$ cat src/rtl/sync_fifo_ctrl_pkg.sv
// Shared constants for the synchronous FIFO controller slice.
// Holds the default data/address widths and the occupancy-count width helper.
package sync_fifo_ctrl_pkg;

    localparam int unsigned NB_DATA_DEF = 72;
    localparam int unsigned NB_ADDR_DEF = 5;

    // Occupancy needs one extra bit so that 0..DEPTH is representable.
    function automatic int unsigned count_width(input int unsigned nb_addr);
        return nb_addr + 1;
    endfunction

endpackage

$ cat src/rtl/sync_fifo_ctrl_if.sv
// Handshake/data bundle between a FIFO user and sync_fifo_ctrl.
// master : drives i_write_enb, i_read_enb, i_flush, i_data; observes data and status.
// slave  : the FIFO side, the mirror image of master.
interface sync_fifo_ctrl_if
    import sync_fifo_ctrl_pkg::*;
#(
    parameter int unsigned NB_DATA = NB_DATA_DEF,
    parameter int unsigned NB_ADDR = NB_ADDR_DEF
);

    logic                             i_write_enb;
    logic                             i_read_enb;
    logic                             i_flush;
    logic [NB_DATA-1:0]               i_data;
    logic [NB_DATA-1:0]               o_data;
    logic                             o_valid;
    logic                             o_full;
    logic                             o_empty;
    logic                             o_almost_full;
    logic                             o_almost_empty;
    logic [count_width(NB_ADDR)-1:0]  o_count;
    logic                             o_overflow;
    logic                             o_underflow;

    modport master (
        output i_write_enb, i_read_enb, i_flush, i_data,
        input  o_data, o_valid, o_full, o_empty, o_almost_full, o_almost_empty,
               o_count, o_overflow, o_underflow
    );

    modport slave (
        input  i_write_enb, i_read_enb, i_flush, i_data,
        output o_data, o_valid, o_full, o_empty, o_almost_full, o_almost_empty,
               o_count, o_overflow, o_underflow
    );

endinterface

$ cat src/rtl/fifo_ram_2p.sv
// Two-port storage array: one synchronous write port, one asynchronous read port.
// Ports: i_clock, i_wr_en, i_wr_addr, i_wr_data, i_rd_addr, o_rd_data.
// Contents are deliberately not reset.
module fifo_ram_2p #(
    parameter int unsigned NB_DATA = 72,
    parameter int unsigned NB_ADDR = 5
) (
    input  logic               i_clock,
    input  logic               i_wr_en,
    input  logic [NB_ADDR-1:0] i_wr_addr,
    input  logic [NB_DATA-1:0] i_wr_data,
    input  logic [NB_ADDR-1:0] i_rd_addr,
    output logic [NB_DATA-1:0] o_rd_data
);

    localparam int unsigned DEPTH = 2 ** NB_ADDR;

    logic [NB_DATA-1:0] mem [DEPTH];

    // Write port
    always_ff @(posedge i_clock) begin
        if (i_wr_en) begin
            mem[i_wr_addr] <= i_wr_data;
        end
    end

    // Asynchronous read port
    assign o_rd_data = mem[i_rd_addr];

endmodule

$ cat src/rtl/sync_fifo_ctrl.sv
// Synchronous FIFO controller: pointers, occupancy, status/sticky error flags, output stage.
// Ports: i_clock, i_reset (async, active-low), bus (sync_fifo_ctrl_if.slave) carrying
//        write/read/flush requests, write data, read data/valid, count and flags.
// Build option: define SYNC_FIFO_REG_OUT_EN for a registered read port (1-cycle latency,
//        o_valid pulses per read); otherwise show-ahead (o_data is the head word, o_valid = !empty).
module sync_fifo_ctrl
    import sync_fifo_ctrl_pkg::*;
#(
    parameter int unsigned NB_DATA   = NB_DATA_DEF,
    parameter int unsigned NB_ADDR   = NB_ADDR_DEF,
    parameter int unsigned AF_THRESH = (2 ** NB_ADDR) - 4,
    parameter int unsigned AE_THRESH = 4
) (
    input  logic           i_clock,
    input  logic           i_reset,
    sync_fifo_ctrl_if.slave bus
);

    localparam int unsigned NB_CNT = count_width(NB_ADDR);

    logic [NB_CNT-1:0]  wr_ptr;
    logic [NB_CNT-1:0]  rd_ptr;
    logic [NB_CNT-1:0]  wr_ptr_nxt;
    logic [NB_CNT-1:0]  rd_ptr_nxt;
    logic [NB_CNT-1:0]  count_q;
    logic [NB_CNT-1:0]  count_nxt;
    logic               full_q;
    logic               empty_q;
    logic               almost_full_q;
    logic               almost_empty_q;
    logic               overflow_q;
    logic               underflow_q;
    logic               full_nxt;
    logic               empty_nxt;
    logic               almost_full_nxt;
    logic               almost_empty_nxt;
    logic               overflow_nxt;
    logic               underflow_nxt;
    logic               wr_accept;
    logic               rd_accept;
    logic               wr_reject;
    logic               rd_reject;
    logic [NB_DATA-1:0] ram_rdata;

    // Accept/reject decisions and next-state of pointers and flags
    always_comb begin
        rd_accept        = 1'b0;
        wr_accept        = 1'b0;
        wr_reject        = 1'b0;
        rd_reject        = 1'b0;
        wr_ptr_nxt       = wr_ptr;
        rd_ptr_nxt       = rd_ptr;
        overflow_nxt     = overflow_q;
        underflow_nxt    = underflow_q;

        if (bus.i_flush) begin
            // Flush wins over any request in the same cycle
            wr_ptr_nxt    = '0;
            rd_ptr_nxt    = '0;
            overflow_nxt  = 1'b0;
            underflow_nxt = 1'b0;
        end else begin
            rd_accept = bus.i_read_enb && !empty_q;
            // A read in the same cycle frees a slot, so a full FIFO still takes the write
            wr_accept = bus.i_write_enb && (!full_q || rd_accept);
            wr_reject = bus.i_write_enb && !wr_accept;
            rd_reject = bus.i_read_enb && !rd_accept;
            wr_ptr_nxt    = wr_ptr + NB_CNT'(wr_accept);
            rd_ptr_nxt    = rd_ptr + NB_CNT'(rd_accept);
            overflow_nxt  = overflow_q | wr_reject;
            underflow_nxt = underflow_q | rd_reject;
        end

        count_nxt        = wr_ptr_nxt - rd_ptr_nxt;
        empty_nxt        = (wr_ptr_nxt == rd_ptr_nxt);
        full_nxt         = (wr_ptr_nxt[NB_CNT-1] != rd_ptr_nxt[NB_CNT-1]) &&
                           (wr_ptr_nxt[NB_ADDR-1:0] == rd_ptr_nxt[NB_ADDR-1:0]);
        almost_full_nxt  = (count_nxt >= NB_CNT'(AF_THRESH));
        almost_empty_nxt = (count_nxt <= NB_CNT'(AE_THRESH));
    end

    // Pointer and status registers
    always_ff @(posedge i_clock or negedge i_reset) begin
        if (!i_reset) begin
            wr_ptr         <= '0;
            rd_ptr         <= '0;
            count_q        <= '0;
            full_q         <= 1'b0;
            empty_q        <= 1'b1;
            almost_full_q  <= 1'b0;
            almost_empty_q <= 1'b1;
            overflow_q     <= 1'b0;
            underflow_q    <= 1'b0;
        end else begin
            wr_ptr         <= wr_ptr_nxt;
            rd_ptr         <= rd_ptr_nxt;
            count_q        <= count_nxt;
            full_q         <= full_nxt;
            empty_q        <= empty_nxt;
            almost_full_q  <= almost_full_nxt;
            almost_empty_q <= almost_empty_nxt;
            overflow_q     <= overflow_nxt;
            underflow_q    <= underflow_nxt;
        end
    end

    fifo_ram_2p #(
        .NB_DATA (NB_DATA),
        .NB_ADDR (NB_ADDR)
    ) u_ram (
        .i_clock   (i_clock),
        .i_wr_en   (wr_accept),
        .i_wr_addr (wr_ptr[NB_ADDR-1:0]),
        .i_wr_data (bus.i_data),
        .i_rd_addr (rd_ptr[NB_ADDR-1:0]),
        .o_rd_data (ram_rdata)
    );

`ifdef SYNC_FIFO_REG_OUT_EN
    logic [NB_DATA-1:0] data_q;
    logic               valid_q;

    // Registered read port: capture the head word on each accepted read
    always_ff @(posedge i_clock or negedge i_reset) begin
        if (!i_reset) begin
            data_q  <= '0;
            valid_q <= 1'b0;
        end else begin
            valid_q <= rd_accept;
            if (rd_accept) begin
                data_q <= ram_rdata;
            end
        end
    end

    assign bus.o_data  = data_q;
    assign bus.o_valid = valid_q;
`else
    // Show-ahead: the head word is always presented
    assign bus.o_data  = ram_rdata;
    assign bus.o_valid = !empty_q;
`endif

    assign bus.o_count        = count_q;
    assign bus.o_full         = full_q;
    assign bus.o_empty        = empty_q;
    assign bus.o_almost_full  = almost_full_q;
    assign bus.o_almost_empty = almost_empty_q;
    assign bus.o_overflow     = overflow_q;
    assign bus.o_underflow    = underflow_q;

endmodule

$ cat src/flat_wrapper.sv
// flat-port wrapper written by rule: the top's interface ports become plain ports
module sync_fifo_ctrl_flat import sync_fifo_ctrl_pkg::*;
#(
    parameter int unsigned NB_DATA   = NB_DATA_DEF,
    parameter int unsigned NB_ADDR   = NB_ADDR_DEF,
    parameter int unsigned AF_THRESH = (2 ** NB_ADDR) - 4,
    parameter int unsigned AE_THRESH = 4
)
  (i_clock, i_reset, bus_i_write_enb, bus_i_read_enb, bus_i_flush, bus_i_data, bus_o_data, bus_o_valid, bus_o_full, bus_o_empty, bus_o_almost_full, bus_o_almost_empty, bus_o_count, bus_o_overflow, bus_o_underflow);
  sync_fifo_ctrl_if #(.NB_DATA(NB_DATA), .NB_ADDR(NB_ADDR)) bus_i ();
  input  logic i_clock;
  input  logic i_reset;
  input wire logic [$bits(bus_i.i_write_enb)-1:0] bus_i_write_enb;
  input wire logic [$bits(bus_i.i_read_enb)-1:0] bus_i_read_enb;
  input wire logic [$bits(bus_i.i_flush)-1:0] bus_i_flush;
  input wire logic [$bits(bus_i.i_data)-1:0] bus_i_data;
  output wire logic [$bits(bus_i.o_data)-1:0] bus_o_data;
  output wire logic [$bits(bus_i.o_valid)-1:0] bus_o_valid;
  output wire logic [$bits(bus_i.o_full)-1:0] bus_o_full;
  output wire logic [$bits(bus_i.o_empty)-1:0] bus_o_empty;
  output wire logic [$bits(bus_i.o_almost_full)-1:0] bus_o_almost_full;
  output wire logic [$bits(bus_i.o_almost_empty)-1:0] bus_o_almost_empty;
  output wire logic [$bits(bus_i.o_count)-1:0] bus_o_count;
  output wire logic [$bits(bus_i.o_overflow)-1:0] bus_o_overflow;
  output wire logic [$bits(bus_i.o_underflow)-1:0] bus_o_underflow;
  assign bus_i.i_write_enb = bus_i_write_enb;
  assign bus_i.i_read_enb = bus_i_read_enb;
  assign bus_i.i_flush = bus_i_flush;
  assign bus_i.i_data = bus_i_data;
  assign bus_o_data = bus_i.o_data;
  assign bus_o_valid = bus_i.o_valid;
  assign bus_o_full = bus_i.o_full;
  assign bus_o_empty = bus_i.o_empty;
  assign bus_o_almost_full = bus_i.o_almost_full;
  assign bus_o_almost_empty = bus_i.o_almost_empty;
  assign bus_o_count = bus_i.o_count;
  assign bus_o_overflow = bus_i.o_overflow;
  assign bus_o_underflow = bus_i.o_underflow;
  sync_fifo_ctrl #(.NB_DATA(NB_DATA), .NB_ADDR(NB_ADDR), .AF_THRESH(AF_THRESH), .AE_THRESH(AE_THRESH)) u_core (.i_clock(i_clock), .i_reset(i_reset), .bus(bus_i));
endmodule
$ cat config.mk
export PLATFORM = sky130hd
export DESIGN_NAME = sync_fifo_ctrl_flat
export DESIGN_NICKNAME = d
export VERILOG_FILES = /design/src/rtl/sync_fifo_ctrl_pkg.sv /design/src/rtl/sync_fifo_ctrl_if.sv /design/src/rtl/fifo_ram_2p.sv /design/src/rtl/sync_fifo_ctrl.sv /design/src/flat_wrapper.sv
export SDC_FILE = /design/constraint.sdc
export NUM_CORES = 2
export LEC_CHECK = 0
export CORE_MARGIN = 5
export CORE_UTILIZATION = 35
export CTS_CLUSTER_DIAMETER = 200
export DETAILED_ROUTE_END_ITERATION = 7
export PLACE_DENSITY = 0.48
export SLEW_MARGIN = 20
export SYNTH_ARGS = -nofsm -noshare
export SYNTH_HDL_FRONTEND = slang
export SYNTH_SLANG_ARGS = --single-unit
$ cat constraint.sdc
create_clock -name i_clock -period 8.29 [get_ports i_clock]
set_input_delay 1.658 -clock i_clock [delete_from_list [all_inputs] [get_ports i_clock]]
set_output_delay 1.658 -clock i_clock [all_outputs]
set_load 0.02 [all_outputs]
* Yosys cells after proc, flatten, opt, wreduce, memory -nomap -nowiden *
Memory sizes are Yosys's and may differ from the RTL's.
Index checks and enable logic that the tools add are counted.

cells by class
  equal/unequal tests = 3
  multiplexer cells = 7
  order comparisons = 2
  reductions and logical operators = 10
  add/sub/neg operators = 3
  bitwise gates (word level) = 2

operator list
  cell                                                               count
  adder 6 x 1 -> 6 bit                                               2
  two-way mux 6 bit                                                  2
  == test 6 bit                                                      1
  greater-or-equal comparator 6 x 5 -> 1 bit, second input constant  1
  less-or-equal comparator 6 x 3 -> 1 bit, second input constant     1
  subtractor 6 bit                                                   1
  == test 5 bit                                                      1
  logical AND 1 bit                                                  5
  two-way mux 1 bit                                                  5
  logical NOT 1 bit                                                  4
  bitwise OR 1 bit                                                   2
  logical OR 1 bit                                                   1
  != test 1 bit                                                      1

word-level totals
  memories = 1
  logic and storage cells = 37
  RAM bits = 2304
  register bits after elaboration = 24
  output and inout port bits = 85
  input port bits = 77

memory list
  name              depth  width  rd ports  clocked after memory_dff  wr ports  RTL line           text
  u_core.u_ram.mem  32     72     1         0                         1         fifo_ram_2p.sv:18  logic [NB_DATA-1:0] mem [DEPTH];

* Logic depth before layout (Yosys ltp) *
  depth after elaboration = 8
  mapped depth = 15
  mapped depth without buffers = 15

* Hierarchy *
A second synthesis with hierarchy kept.

second synthesis, totals
  cell total of the unflattened synthesis = 4242
  area total of the unflattened synthesis = 88835.2 µm²

modules (own cells, without submodules)
  module          sequential area each (µm²)  instances  cells each  area an instance (µm²)
  fifo_ram_2p     69186.4                     1          4136        87674.1
  sync_fifo_ctrl  603.1                       1          106         1161.1

* Least setup slack after synthesis *
OpenSTA, ideal clock, no wires.

  path type = in2reg
  start point = input bus_i_read_enb
  end point = memory u_core.u_ram.mem[28][0] (enable)
  buffers on the path = 0
  arrival time = 5.412 ns
  data required time = 7.787 ns
  setup slack = 2.375 ns
  stages = 6
  setup time = 0.503 ns
  path through = nand2b_1 > nand2_1 > nand2_1 > nor3b_1 > nand3_1 > nor2_1

on the way
  word-level cells in the longest chain between the ends = 6

RTL lines
  item                                     RTL line              text
  from (decl)                              flat_wrapper.sv:14    input wire logic [$bits(bus_i.i_read_enb)-1:0] bus_i_read_enb;
  logical AND 1 bit                        sync_fifo_ctrl.sv:63  rd_accept = bus.i_read_enb && !empty_q;
  logical OR 1 bit                         sync_fifo_ctrl.sv:65  wr_accept = bus.i_write_enb && (!full_q || rd_accept);
  logical AND 1 bit                        sync_fifo_ctrl.sv:65
  two-way mux 1 bit                        sync_fifo_ctrl.sv:56  if (bus.i_flush) begin
  two-way mux 1 bit                        fifo_ram_2p.sv:22     if (i_wr_en) begin
  two-way mux 1 bit (not written as such)  fifo_ram_2p.sv:23     mem[i_wr_addr] <= i_wr_data;
  to (decl)                                fifo_ram_2p.sv:18

Every way passes these cells.

* Final worst setup path *
  start point = register u_core.rd_ptr[0]
  end point = output bus_o_data[24]

on the way
  word-level cells in the longest chain between the ends = 1

RTL lines
  item                    RTL line              text
  from (decl)             sync_fifo_ctrl.sv:22  logic [NB_CNT-1:0] rd_ptr;
  from (signal assigned)  sync_fifo_ctrl.sv:96  rd_ptr <= rd_ptr_nxt;
  memory (32 x 72 bit)    --
  to (decl)               flat_wrapper.sv:17    output wire logic [$bits(bus_i.o_data)-1:0] bus_o_data;

Every way passes these cells.

==> results.yml <==
worst_setup_path:
  reg2reg_to: "u_core.bus.o_almost_empty$_DFF_PN1_"
  end_kind: "output port"
  cp-endpoint: "bus_o_data[24]"
  worst_r2r_startpoint: "u_core.rd_ptr[0]$_DFF_PN0_"
  critPathLaunch: "u_core.rd_ptr[0]$_DFF_PN0_"
  cp_max_fo: 70
  rrSetupSlack_ns: 4.39
  cp.required_ns: 6.63
  worstPathArrival_ns: 4.71
  cp-start-kind: "flip-flop"
  criticalPathCategory: "reg2out"
  r2r_cells: 11
routing:
  drtPass1Iterations: 5
  drtAntennaViolNets: 0
  wl_per_cell_um: 31.94
  drtIter0Drc: 3914
  wirelength_um: 233000
  vias: 39136
  drc: 0
  viasPerCell: 5.364
clock_tree:
  post_cts_resized: 0
  root_buffer: "clkbuf_16"
  ctsHoldBuffers: 0
  cts_setup_buffers: 0
  clkTransAtPathRegs_ns: 0.05
  clock_path_buffers: 4
  cts-buffers-inserted: 275
  clk_latency_ns: 0.90
  cts_sinks: 2328
  h-tree-depth: 5
  cts_tree: "built"
logic_synthesis:
  synth_top_area_frac: 0.7828
  syn_inst: 3427
  ys_top_cells_by_count: "edfxtp_1 (2304), mux4_2 (720), clkbuf_1 (81), mux2_2 (72), nor2_1 (42)"
  synth.area.top_cells: "edfxtp_1 (78%), mux4_2 (18%), mux2_2 (0.92%)"
  synthArstFlopShare: 0.01031
  avgSynthCellArea_um2: 25.79
  synth_edf_count: 2304
  synth_top_flop_cell: "edfxtp_1"
  syn-num-nets: 3514
  yosysMostFrequentCell: "edfxtp_1"
  syn-cell-area_um2: 88380
  synth.distinct_cells: 34
  synth_top_area_cell: "edfxtp_1"
  yosys_warnings: 0
  synth_seq_cells: 2328
  ys_seq_area_frac: 0.7896
sta:
  fmax_mhz: 157.0
  finalClockSkew_ns: 0.05135
  finalSetupViolations: 0
  worstMarginPinSlew_ns: 1.135
  tns_ns: 0
  hold_viol_final: 0
  layout_min_cycle_time_ns: 6.368
  relSlewSlack: 0.2436
  rsz0062_at_grt: "false"
  slew_viol_final: 0
  finalCritPeriodShare: 0.7681
floorplanning:
  design.core.area_um2: 251400
  ios: 162
  dieArea_um2: 262700
  start_util: 0.3516
  rows: 184
  fp.dieH_um: 512.5
  dieWidth_um: 512.5
finish:
  drive_gt1_frac: 0.3263
  postLayoutCoreUtil: 0.4091
  nFillCells: 21775
  nNetsFinal: 3852
  area_delta_synth_final_pct: 16.37
  instances_no_fill: 7296
power:
  ir_drop_mv: 0.1678
  p_per_area_nw_per_um2: 263.6
  p_leak_nw: 30.55
status:
  run_status: "finished clean"
placement:
  dp_hpwl_um: 105500
  placedCellCount: 6836
  port_buffers: 161
  gp_congestion: 0.6775
worst_hold_path:
  hold_class: "reg2reg"
global_route:
  antenna_found_initial: 29
  grt_first_pass_wirelength_um: 327500
  grt_max_degree: 91
  grt_pass1_vias: 41082
  gr-total-overflow: 0
  track_usage: 0.1759
flow_run:
  maxCapViolations: 0
[area by class of cell]
| type | count | area [um^2] | share of cell area |
|---|---|---|---|
| clock inverters | 116 | 933.4 | 0.009076 |
| diodes | 7 | 17.52 | 0.0001703 |
| clock buffers | 337 | 7229 | 0.07029 |
| multi-input cells | 912 | 17960 | 0.1747 |
| repair buffers | 236 | 2660 | 0.02586 |
| flip-flops and latches | 2328 | 69810 | 0.6788 |
| inverters | 12 | 45.04 | 0.0004380 |
| well taps | 3348 | 4189 | 0.04073 |
[sequential cells by signal, summed over array words and instances, names as in the netlist]
name,count
u_core.bus.o_overflow,1
u_core.bus.o_count,6
u_core.bus.o_almost_empty,1
u_core.rd_ptr,6
u_core.bus.o_almost_full,1
u_core.bus.o_empty,1
u_core.wr_ptr,6
u_core.bus.o_underflow,1
u_core.u_ram.mem,2304
u_core.bus.o_full,1
[cells in the final DEF (no fill, tap or decap), types with 8 or more instances in the layout]
cell,n
inv_1,12
nand2_1,13
buf_4,27
inv_6,8
clkinv_1,46
mux2_2,72
clkdlybuf4s50_1,138
nand3_1,8
buf_12,48
mux4_2,720
dfrtp_1,17
nor2_4,32
edfxtp_1,2304
nor2_1,10
bufinv_16,13
clkbuf_1,55
clkinv_2,41
buf_2,23
clkbuf_16,279
ha_1,9
[layer usage]
layer / share of wire / wire, um / GRT usage / up-vias
met5: 0.00039 / 92 / 0 / -
met4: 0.025 / 5832 / 0.04566 / 12
met3: 0.047 / 11040 / 0.02937 / 389
met2: 0.49 / 113900 / 0.2872 / 1050
met1: 0.44 / 102200 / 0.2469 / 21982
li1: - / - / - / 15703
[logic make-up (layout without fill, tap and decap cells)]
group | count (synthesis) | in the layout | share of synthesized area
AO/OA/AOI/OAI | 18 | 18 | 0.001317
XOR/XNOR | 9 | 9 | 0.0008919
adder cells (fa/ha/maj) | 10 | 10 | 0.001501
buffers and inverters | 187 | 701 | 0.009853
flip-flops | 2328 | 2328 | 0.7896
multiplexers | 792 | 792 | 0.1926
other | 0 | 7 | 0
AND/OR/NAND/NOR | 83 | 83 | 0.004162
[where the power goes]
part | switching (W) | internal (W) | leakage [nW] | total [W]
combinational | 0.00140 | 0.00151 | 5.51 | 0.00291
sequential | 0.0000655 | 0.0130 | 21.0 | 0.0131
clock | 0.00457 | 0.00656 | 4.01 | 0.0111
total | 0.00603 | 0.0211 | 30.5 | 0.0271
[worst max-delay path, cell delays in order (launching register included)]
cell and delay, ns:
dfrtp_4 1.03, buf_12 0.54, mux4_2 0.66, mux4_2 0.53
mux2_2 0.34, clkdlybuf4s50_1 0.56
[how the worst min path moves through the flow]
stage	from	end	depth (start not counted)
6_report	u_core.bus.o_overflow$_DFF_PN0_	u_core.bus.o_overflow$_DFF_PN0_	2
5_1_grt	u_core.bus.o_underflow$_DFF_PN0_	u_core.bus.o_underflow$_DFF_PN0_	2
4_1_cts	u_core.bus.o_overflow$_DFF_PN0_	u_core.bus.o_overflow$_DFF_PN0_	2
3_5_place_dp	u_core.bus.o_overflow$_DFF_PN0_	u_core.bus.o_overflow$_DFF_PN0_	2
3_3_place_gp	u_core.bus.o_overflow$_DFF_PN0_	u_core.bus.o_overflow$_DFF_PN0_	2
2_1_floorplan	u_core.wr_ptr[5]$_DFF_PN0_	u_core.wr_ptr[5]$_DFF_PN0_	3
[metrics by stage]
step	instance area [um^2]	setup WS (ns)	hold WS (ns)	power (W)
floorplan	88380	2.375	0.5427	0.01534
global placement	94780	2.434	0.5370	0.01632
detailed placement	94770	2.671	0.5188	0.01632
CTS	102900	1.709	0.5306	0.02754
global route	102800	1.689	0.5601	0.02814
finish	102800	1.922	0.5379	0.02711
(Power assumes the default switching activity.)
